$ cat src/rtl/fft_iter_core.sv
// Iterative in-place radix-2 DIT FFT: one butterfly per clock over a single
// N-entry complex sample memory, loaded bit-reversed so results read out in natural order.
module fft_iter_core #(
  parameter int N_LOG2 = 3,
  parameter int DATA_W = 16,
  parameter int TW_W   = 16
) (
  input  logic                     clk,
  input  logic                     rst,
  input  logic                     write,
  input  logic [N_LOG2-1:0]        wr_addr,
  input  logic signed [DATA_W-1:0] wr_real,
  input  logic signed [DATA_W-1:0] wr_imag,
  input  logic                     start,
  input  logic                     inverse,
  input  logic                     scale,
  input  logic [N_LOG2-1:0]        rd_addr,
  output logic signed [DATA_W-1:0] rd_real,
  output logic signed [DATA_W-1:0] rd_imag,
  output logic                     busy,
  output logic                     ready
);

  localparam int N     = 1 << N_LOG2;
  localparam int HALF  = N / 2;
  localparam int STG_W = $clog2(N_LOG2);
  localparam int BF_W  = N_LOG2 - 1;
  localparam int PW    = DATA_W + TW_W + 1;
  localparam int SW    = PW + 1;
  localparam int TW_SH = 32 - TW_W;

  localparam logic [1:0] IDLE    = 2'd0;
  localparam logic [1:0] COMPUTE = 2'd1;
  localparam logic [1:0] DONE    = 2'd2;

  localparam logic signed [PW-1:0] RND  = PW'(64'd1 << (TW_W - 3));
  localparam logic signed [SW-1:0] SMAX = {{(SW-DATA_W+1){1'b0}}, {(DATA_W-1){1'b1}}};
  localparam logic signed [SW-1:0] SMIN = {{(SW-DATA_W+1){1'b1}}, {(DATA_W-1){1'b0}}};

  logic [1:0]              r_state;
  logic [STG_W-1:0]        r_stage;
  logic [BF_W-1:0]         r_bfly;
  logic                    r_inverse;
  logic                    r_scale;
  logic signed [DATA_W-1:0] r_memRe [N];
  logic signed [DATA_W-1:0] r_memIm [N];
  logic signed [DATA_W-1:0] r_rdReal;
  logic signed [DATA_W-1:0] r_rdImag;

  logic [N_LOG2-1:0]        w_aIdx;
  logic [N_LOG2-1:0]        w_bIdx;
  logic [3:0]               w_twIdx;
  logic signed [TW_W-1:0]   w_wRe;
  logic signed [TW_W-1:0]   w_wIm;
  logic signed [PW-1:0]     w_pRe;
  logic signed [PW-1:0]     w_pIm;
  logic signed [PW-1:0]     w_pReR;
  logic signed [PW-1:0]     w_pImR;
  logic signed [SW-1:0]     w_sumARe;
  logic signed [SW-1:0]     w_sumAIm;
  logic signed [SW-1:0]     w_sumBRe;
  logic signed [SW-1:0]     w_sumBIm;
  logic signed [SW-1:0]     w_outARe;
  logic signed [SW-1:0]     w_outAIm;
  logic signed [SW-1:0]     w_outBRe;
  logic signed [SW-1:0]     w_outBIm;
  logic                     w_load;

  function automatic logic [N_LOG2-1:0] bitRev(input logic [N_LOG2-1:0] a);
    logic [N_LOG2-1:0] r;
    r = '0;
    for (int i = 0; i < N_LOG2; i++) r[i] = a[N_LOG2-1-i];
    return r;
  endfunction

  // cos(2*pi*i/32) in Q2.30 for i = 0..8; the rest of the half circle is folded onto these.
  function automatic logic signed [31:0] cosBase(input logic [3:0] i);
    case (i)
      4'd0:    return 32'sd1073741824;
      4'd1:    return 32'sd1053110176;
      4'd2:    return 32'sd992008094;
      4'd3:    return 32'sd892783698;
      4'd4:    return 32'sd759250125;
      4'd5:    return 32'sd596538995;
      4'd6:    return 32'sd410903207;
      4'd7:    return 32'sd209476638;
      default: return 32'sd0;
    endcase
  endfunction

  function automatic logic signed [31:0] cosM(input logic [3:0] m);
    if (m <= 4'd8) return cosBase(m);
    return -cosBase(4'(5'd16 - {1'b0, m}));
  endfunction

  function automatic logic signed [31:0] sinM(input logic [3:0] m);
    if (m <= 4'd8) return cosBase(4'd8 - m);
    return cosBase(m - 4'd8);
  endfunction

  function automatic logic signed [TW_W-1:0] toTw(input logic signed [31:0] v);
    logic signed [32:0] t;
    if (TW_SH == 0) return TW_W'(v);
    t = {v[31], v} + (33'sd1 <<< (TW_SH - 1));
    return TW_W'(t >>> TW_SH);
  endfunction

  function automatic logic signed [DATA_W-1:0] sat(input logic signed [SW-1:0] v);
    if (v > SMAX) return SMAX[DATA_W-1:0];
    if (v < SMIN) return SMIN[DATA_W-1:0];
    return v[DATA_W-1:0];
  endfunction

  // Butterfly addressing: bfly = {group, pair}; pair selects the twiddle (scaled to the 32-point table).
  always_comb begin
    int s;
    int j;
    int pair;
    s       = int'(r_stage);
    j       = int'(r_bfly);
    pair    = j & ((1 << s) - 1);
    w_aIdx  = N_LOG2'(((j >> s) << (s + 1)) | pair);
    w_bIdx  = w_aIdx | N_LOG2'(1 << s);
    w_twIdx = 4'(pair << (4 - s));
  end

  always_comb begin
    logic signed [TW_W-1:0] sinV;
    sinV  = toTw(sinM(w_twIdx));
    w_wRe = toTw(cosM(w_twIdx));
    w_wIm = r_inverse ? sinV : -sinV;
    w_pRe = PW'(r_memRe[w_bIdx]) * PW'(w_wRe) - PW'(r_memIm[w_bIdx]) * PW'(w_wIm);
    w_pIm = PW'(r_memRe[w_bIdx]) * PW'(w_wIm) + PW'(r_memIm[w_bIdx]) * PW'(w_wRe);
    w_pReR = (w_pRe + RND) >>> (TW_W - 2);
    w_pImR = (w_pIm + RND) >>> (TW_W - 2);
    w_sumARe = SW'(r_memRe[w_aIdx]) + SW'(w_pReR);
    w_sumAIm = SW'(r_memIm[w_aIdx]) + SW'(w_pImR);
    w_sumBRe = SW'(r_memRe[w_aIdx]) - SW'(w_pReR);
    w_sumBIm = SW'(r_memIm[w_aIdx]) - SW'(w_pImR);
    w_outARe = r_scale ? (w_sumARe >>> 1) : w_sumARe;
    w_outAIm = r_scale ? (w_sumAIm >>> 1) : w_sumAIm;
    w_outBRe = r_scale ? (w_sumBRe >>> 1) : w_sumBRe;
    w_outBIm = r_scale ? (w_sumBIm >>> 1) : w_sumBIm;
  end

  assign w_load = write && ((r_state == IDLE) || (r_state == DONE));

  always_ff @(posedge clk) begin
    if (!rst) begin
      r_state   <= IDLE;
      r_stage   <= '0;
      r_bfly    <= '0;
      r_inverse <= 1'b0;
      r_scale   <= 1'b0;
    end else begin
      case (r_state)
        IDLE: begin
          if (start && !write) begin
            r_state   <= COMPUTE;
            r_inverse <= inverse;
            r_scale   <= scale;
            r_stage   <= '0;
            r_bfly    <= '0;
          end
        end
        COMPUTE: begin
          if (r_bfly == BF_W'(HALF - 1)) begin
            r_bfly <= '0;
            if (r_stage == STG_W'(N_LOG2 - 1)) begin
              r_stage <= '0;
              r_state <= DONE;
            end else begin
              r_stage <= r_stage + STG_W'(1);
            end
          end else begin
            r_bfly <= r_bfly + BF_W'(1);
          end
        end
        DONE: begin
          if (write) r_state <= IDLE;
        end
        default: r_state <= IDLE;
      endcase
    end
  end

  // Sample memory survives reset; loads and butterflies never overlap because they live in different states.
  always_ff @(posedge clk) begin
    if (rst) begin
      if (w_load) begin
        r_memRe[bitRev(wr_addr)] <= wr_real;
        r_memIm[bitRev(wr_addr)] <= wr_imag;
      end else if (r_state == COMPUTE) begin
        r_memRe[w_aIdx] <= sat(w_outARe);
        r_memIm[w_aIdx] <= sat(w_outAIm);
        r_memRe[w_bIdx] <= sat(w_outBRe);
        r_memIm[w_bIdx] <= sat(w_outBIm);
      end
    end
  end

  always_ff @(posedge clk) begin
    if (!rst) begin
      r_rdReal <= '0;
      r_rdImag <= '0;
    end else begin
      r_rdReal <= r_memRe[rd_addr];
      r_rdImag <= r_memIm[rd_addr];
    end
  end

  assign rd_real = r_rdReal;
  assign rd_imag = r_rdImag;
  assign busy    = (r_state == COMPUTE);
  assign ready   = (r_state == DONE);

endmodule

$ cat config.mk
export PLATFORM = sky130hd
export DESIGN_NAME = fft_iter_core
export DESIGN_NICKNAME = d
export VERILOG_FILES = /design/src/rtl/fft_iter_core.sv
export SDC_FILE = /design/constraint.sdc
export NUM_CORES = 2
export LEC_CHECK = 0
export ABC_AREA = 1
export CORE_MARGIN = 2
export CORE_UTILIZATION = 67
export DETAILED_ROUTE_END_ITERATION = 7
export GPL_TIMING_DRIVEN = 0
export HOLD_SLACK_MARGIN = 0.15
export PLACE_DENSITY = 0.84
export SLEW_MARGIN = 15
export SYNTH_ARGS = -nofsm -noshare
export SYNTH_HDL_FRONTEND = slang
export SYNTH_SLANG_ARGS = --single-unit
$ cat constraint.sdc
create_clock -name clk -period 15.15 [get_ports clk]
set_clock_uncertainty 0.05 [all_clocks]
set_input_delay 1.515 -clock clk [delete_from_list [all_inputs] [get_ports clk]]
set_output_delay 1.515 -clock clk [all_outputs]
set_load 0.05 [all_outputs]
==> results of run 1 <==
what timing repair did:
item,in CTS
pin swaps,5
hold buffers,0
setup buffers,8
gates resized for setup,107
setup endpoints to repair,256
cloned,0
per-stage QoR:
step	setup TNS [ns]	utilization	setup WS [ns]	instances
after CTS	0	0.723	0.000279	9732
after global placement	-372.32	0.701	-1.85	9645
after detailed placement	-448.25	0.708	-2.20	9669
after floorplan	0	-	2.10	8295
layer usage:
layer | global-route usage | overflow
met1 | 0.683 | 0
met2 | 0.839 | 1
met3 | 0.445 | 0
met4 | 0.589 | 0
met5 | 0.133 | 0
cell families after synthesis:
logic type	count (synthesis)	share of synthesized area
compound gates	1058	0.0944
xor+xnor	130	0.0177
fa+ha+maj	1577	0.436
buf+inv	2055	0.121
flops	296	0.129
mux	1	0.000153
simple gates	3178	0.202
==> results by group, run 1 <==
Clock network
  • CTS root buf: clkbuf_16
  • CTS Buffer Depth: 3
  • Total clock sinks: 296
  • Num CTS Buffers: 34
  • Htree depth: 2

Yosys
  • Post-synthesis sequential area ratio: 0.129
  • Cell Area, Synth: 0.0656 sq mm
  • Primary FF master, synth: edfxtp_1
  • Post-synth EDFFs: 256
  • Cell count after synthesis: 8295
  • Syn nets: 9916
  • Unique masters post-synth: 74
  • Post-synth ARST share: 0
  • Synth cell count leaders: 1786 x nand2_1, 1553 x inv_1, 1177 x fa_1, 705 x nor2_1, 481 x nand3_1
  • Synthesized area per cell: 7.90 sq um
  • Yosys top cell area share: 0.359
  • Largest cells by area after synthesis: fa_1 36%, edfxtp_1 12%, nand2_1 10%, inv_1 8.9%, ha_1 7.6%
  • Post-synth top area cell: fa_1
  • Yosys warns: 0
  • Top-count cell post-synth: nand2_1
  • Synthesized flop and latch total: 296

Floorplan
  • Die H: 317 microns
  • Top-Level Pins: 78
  • Std cell rows: 114
  • Die W: 317 microns
  • Starting Density: 0.677

Global routing
  • Pin count of the biggest net entering global routing: 17
  • Overflow after GRT: 1
  • Number of global-route vias before repair: 68000
  • Tot GR Track Use: 0.647
  • First-pass GRT wire length: 458 mm

Place
  • I/O Buffers: 74
  • Final HPWL DP: 238 mm
  • GP Congestion: 1.21
  • Placed Area: 0.0686 sq mm

Run status
  • Status: did not finish
  • Stopped at: global routing (5_1_grt)
  • Error: [ERROR GRT-0116] Global routing finished with congestion. Check the congestion regions in the DRC Viewer.
==> run 2, diff against run 1 <==
Settings changed: CORE_UTILIZATION 67 to 40, HOLD_SLACK_MARGIN 0.15 to default, PLACE_DENSITY 0.84 to default, PLACE_DENSITY_LB_ADDON from default to 0.15.
==> results by group, run 2 <==
Yosys
  • Yosys top cell area share: 0.359
  • Post-synthesis compound-gate area fraction: 0.0944
  • Post-synth top area cell: fa_1
  • Largest cells by area after synthesis: fa_1 36%, edfxtp_1 12%, nand2_1 10%, inv_1 8.9%, ha_1 7.6%
  • Post-Synth Adder-Cell Area: 0.436
  • Synthesized flop and latch total: 296
  • Top-count cell post-synth: nand2_1
  • XOR/XNOR Fraction of Synth Area: 0.0177
  • Yosys warns: 0
  • Largest family of logic cells by synthesized area: adder cells
  • Primary FF master, synth: edfxtp_1
  • Synth cell count leaders: 1786 x nand2_1, 1553 x inv_1, 1177 x fa_1, 705 x nor2_1, 481 x nand3_1
  • Cell count after synthesis: 8295
  • Synth Area in Simple Gates: 0.202
  • Post-synth ARST share: 0
  • Cell Area, Synth: 0.0656 sq mm
  • Synthesized area per cell: 7.90 sq um
  • Proportion of synthesized area in mux cells: 0.000153
  • Unique masters post-synth: 74
  • Syn nets: 9916
  • Post-synth EDFFs: 256
  • Post-synthesis sequential area ratio: 0.129

Cells and area
  • Layout cells sized above 1: 0.0943
  • Final nets: 10100
  • Fillers: 16600
  • Most frequent cells in the layout: 1697 x nand2_1, 1539 x inv_1, 1175 x fa_1
  • Sequential standard cell area: 0.00849 sq mm
  • Commonest non-fill, non-tap cell in the layout: nand2_1
  • Fin area: 0.0735 sq mm
  • Largest registers: r_memIm x128, r_memRe x128
  • Fin util: 0.451
  • Area growth, synth to finish: 12.1%
  • Multi-input logic area: 0.0506 sq mm

Floorplan
  • Die area: 0.167 sq mm
  • Starting Density: 0.403
  • Top-Level Pins: 78
  • Die H: 409 microns
  • Core area: 0.163 sq mm
  • Die W: 409 microns
  • Std cell rows: 148

Place
  • Final HPWL DP: 294 mm
  • Placed Area: 0.0699 sq mm
  • GP Congestion: 1.09
  • I/O Buffers: 74
  • Post-Place Worst Slack: -3.82 ns

Clock network
  • Worst-Skew Late Latency: 0.65 ns
  • Num CTS Buffers: 36
  • Htree depth: 2
  • CTS Buffer Depth: 3
  • Post-CTS Hold Buffers: 0
  • Clk slew on worst S/H paths: 0.06 ns
  • TritonCTS clock tree: built
  • Total clock sinks: 296
  • CTS root buf: clkbuf_16

Global routing
  • Number of global-route vias before repair: 63400
  • Initial antenna violation count: 23
  • Overflow after GRT: 0
  • Tot GR Track Use: 0.442
  • First-pass GRT wire length: 508 mm
  • Pin count of the biggest net entering global routing: 15

Run
  • Max_cap viols: 0

STA
  • RSZ-0062 raised after global routing: yes
  • Pins Over Slew Limit: 0
  • Period utilization: 0.992
  • Final Hold Vio Count: 0
  • Final setup fails: 0
  • Post-route setup slack: 0.121 ns
  • Fmax: 66.5 MHz
  • Slew @ Worst Pin: 1.44 ns
  • Max-slew headroom: 0.0396
  • Tmin final: 15.03 ns

Routing
  • Detailed Route WL: 369 mm
  • Via density: 5.87
  • Post-DR wirelength/cell: 34.5 microns
  • Via count: 62900
  • ANT nets after route: 0
  • DRC Markers: 0
  • Number of DRC markers in iteration 0: 7209
  • Pre-Repair DR Iteration Count: 7

Worst setup path
  • R2R depth: 62
  • Worst EP required: 15.49 ns
  • CP most frequent cell: nand2_1
  • Crit path launch: r_stage[0]
  • Reg2Reg Setup Slack: 0.12 ns
  • Slowest cell delay on critical path: 0.97 ns
  • CP Launch Type: flop
  • Worst setup path endpoint: r_memIm[6][8]
  • Critical path type: flop to flop
  • Reg2reg end: r_memIm[6][8]
  • Maximum fanout along the worst path: 10
  • Worst path slowest cell: clkbuf_1
  • Critical Path End Type: flop
  • Critical path arrival: 15.37 ns
  • Reg2Reg Launch Point: r_stage[0]

Hold path
  • HP Class: flop to flop

Run status
  • Status: completed
[run 2: cell counts after synthesis]
No cell type changed its count.
[run 2: critical path: cells and delay by family (launching register included)]
| kind | cells | cell delay (ns) |
|---|---|---|
| compound gates | 5 | 1.23 |
| fa+ha+maj | 11 | 5.10 |
| buf+inv | 18 | 3.29 |
| flops | 1 | 0.37 |
| simple gates | 28 | 4.64 |
[run 2: how the worst min path moves through the flow]
stage                           from    endpoint  depth (start not counted)
after CTS                 r_stage[1]  r_stage[1]                          2
after global routing      r_stage[1]  r_stage[1]                          2
final                     r_stage[1]  r_stage[1]                          2
after global placement    r_stage[1]  r_stage[1]                          2
after detailed placement  r_stage[1]  r_stage[1]                          2
after floorplan           r_stage[1]  r_stage[1]                          2
[run 2: cell type report]
type / instances / area share
diodes: 17 / 0.000579
plain buffers: 416 / 0.0293
clock buffers: 48 / 0.0140
clock inverters: 18 / 0.00225
inverters: 1621 / 0.0842
multi-input cells: 5944 / 0.689
flip-flops and latches: 296 / 0.116
well taps: 2175 / 0.0370
repair buffers: 181 / 0.0287
[run 2: per-layer routing]
metal | up-vias | track usage | part of all wire
met3 | 1276 | 0.0928 | 0.090
met2 | 3825 | 0.681 | 0.44
met1 | 31700 | 0.527 | 0.36
met4 | 8 | 0.376 | 0.11
li1 | 26100 | - | -
met5 | - | 0 | 0.00027
[run 2: kinds of logic after synthesis]
logic type                 Yosys count
buffers and inverters             2055
adders and majority gates         1577
muxes                                1
and+or+nand+nor                   3178
AOI/OAI and AO/OA                 1058
xor gates and xnor gates           130
DFF                                296
[run 2: what timing repair did]
item | in CTS | in global routing
setup buffers | 29 | 38
gates resized for setup | 298 | 220
gates cloned | 0 | 1
endpoints found under the setup margin | 256 | 256
pin swaps | 13 | 26
[run 2: per-stage QoR]
step,hold WS [ns],instances,setup TNS (ns)
floorplan,0.444,8295,0
global placement,0.466,10500,-1010.27
detailed placement,0.488,10600,-925.73
CTS,0.497,10700,0
global route,0.534,10700,-0.636
finish,0.514,10700,0
Power of run 2 is not shown: default switching activity piles up to over one toggle a cycle in this logic, so the estimate is an artifact.
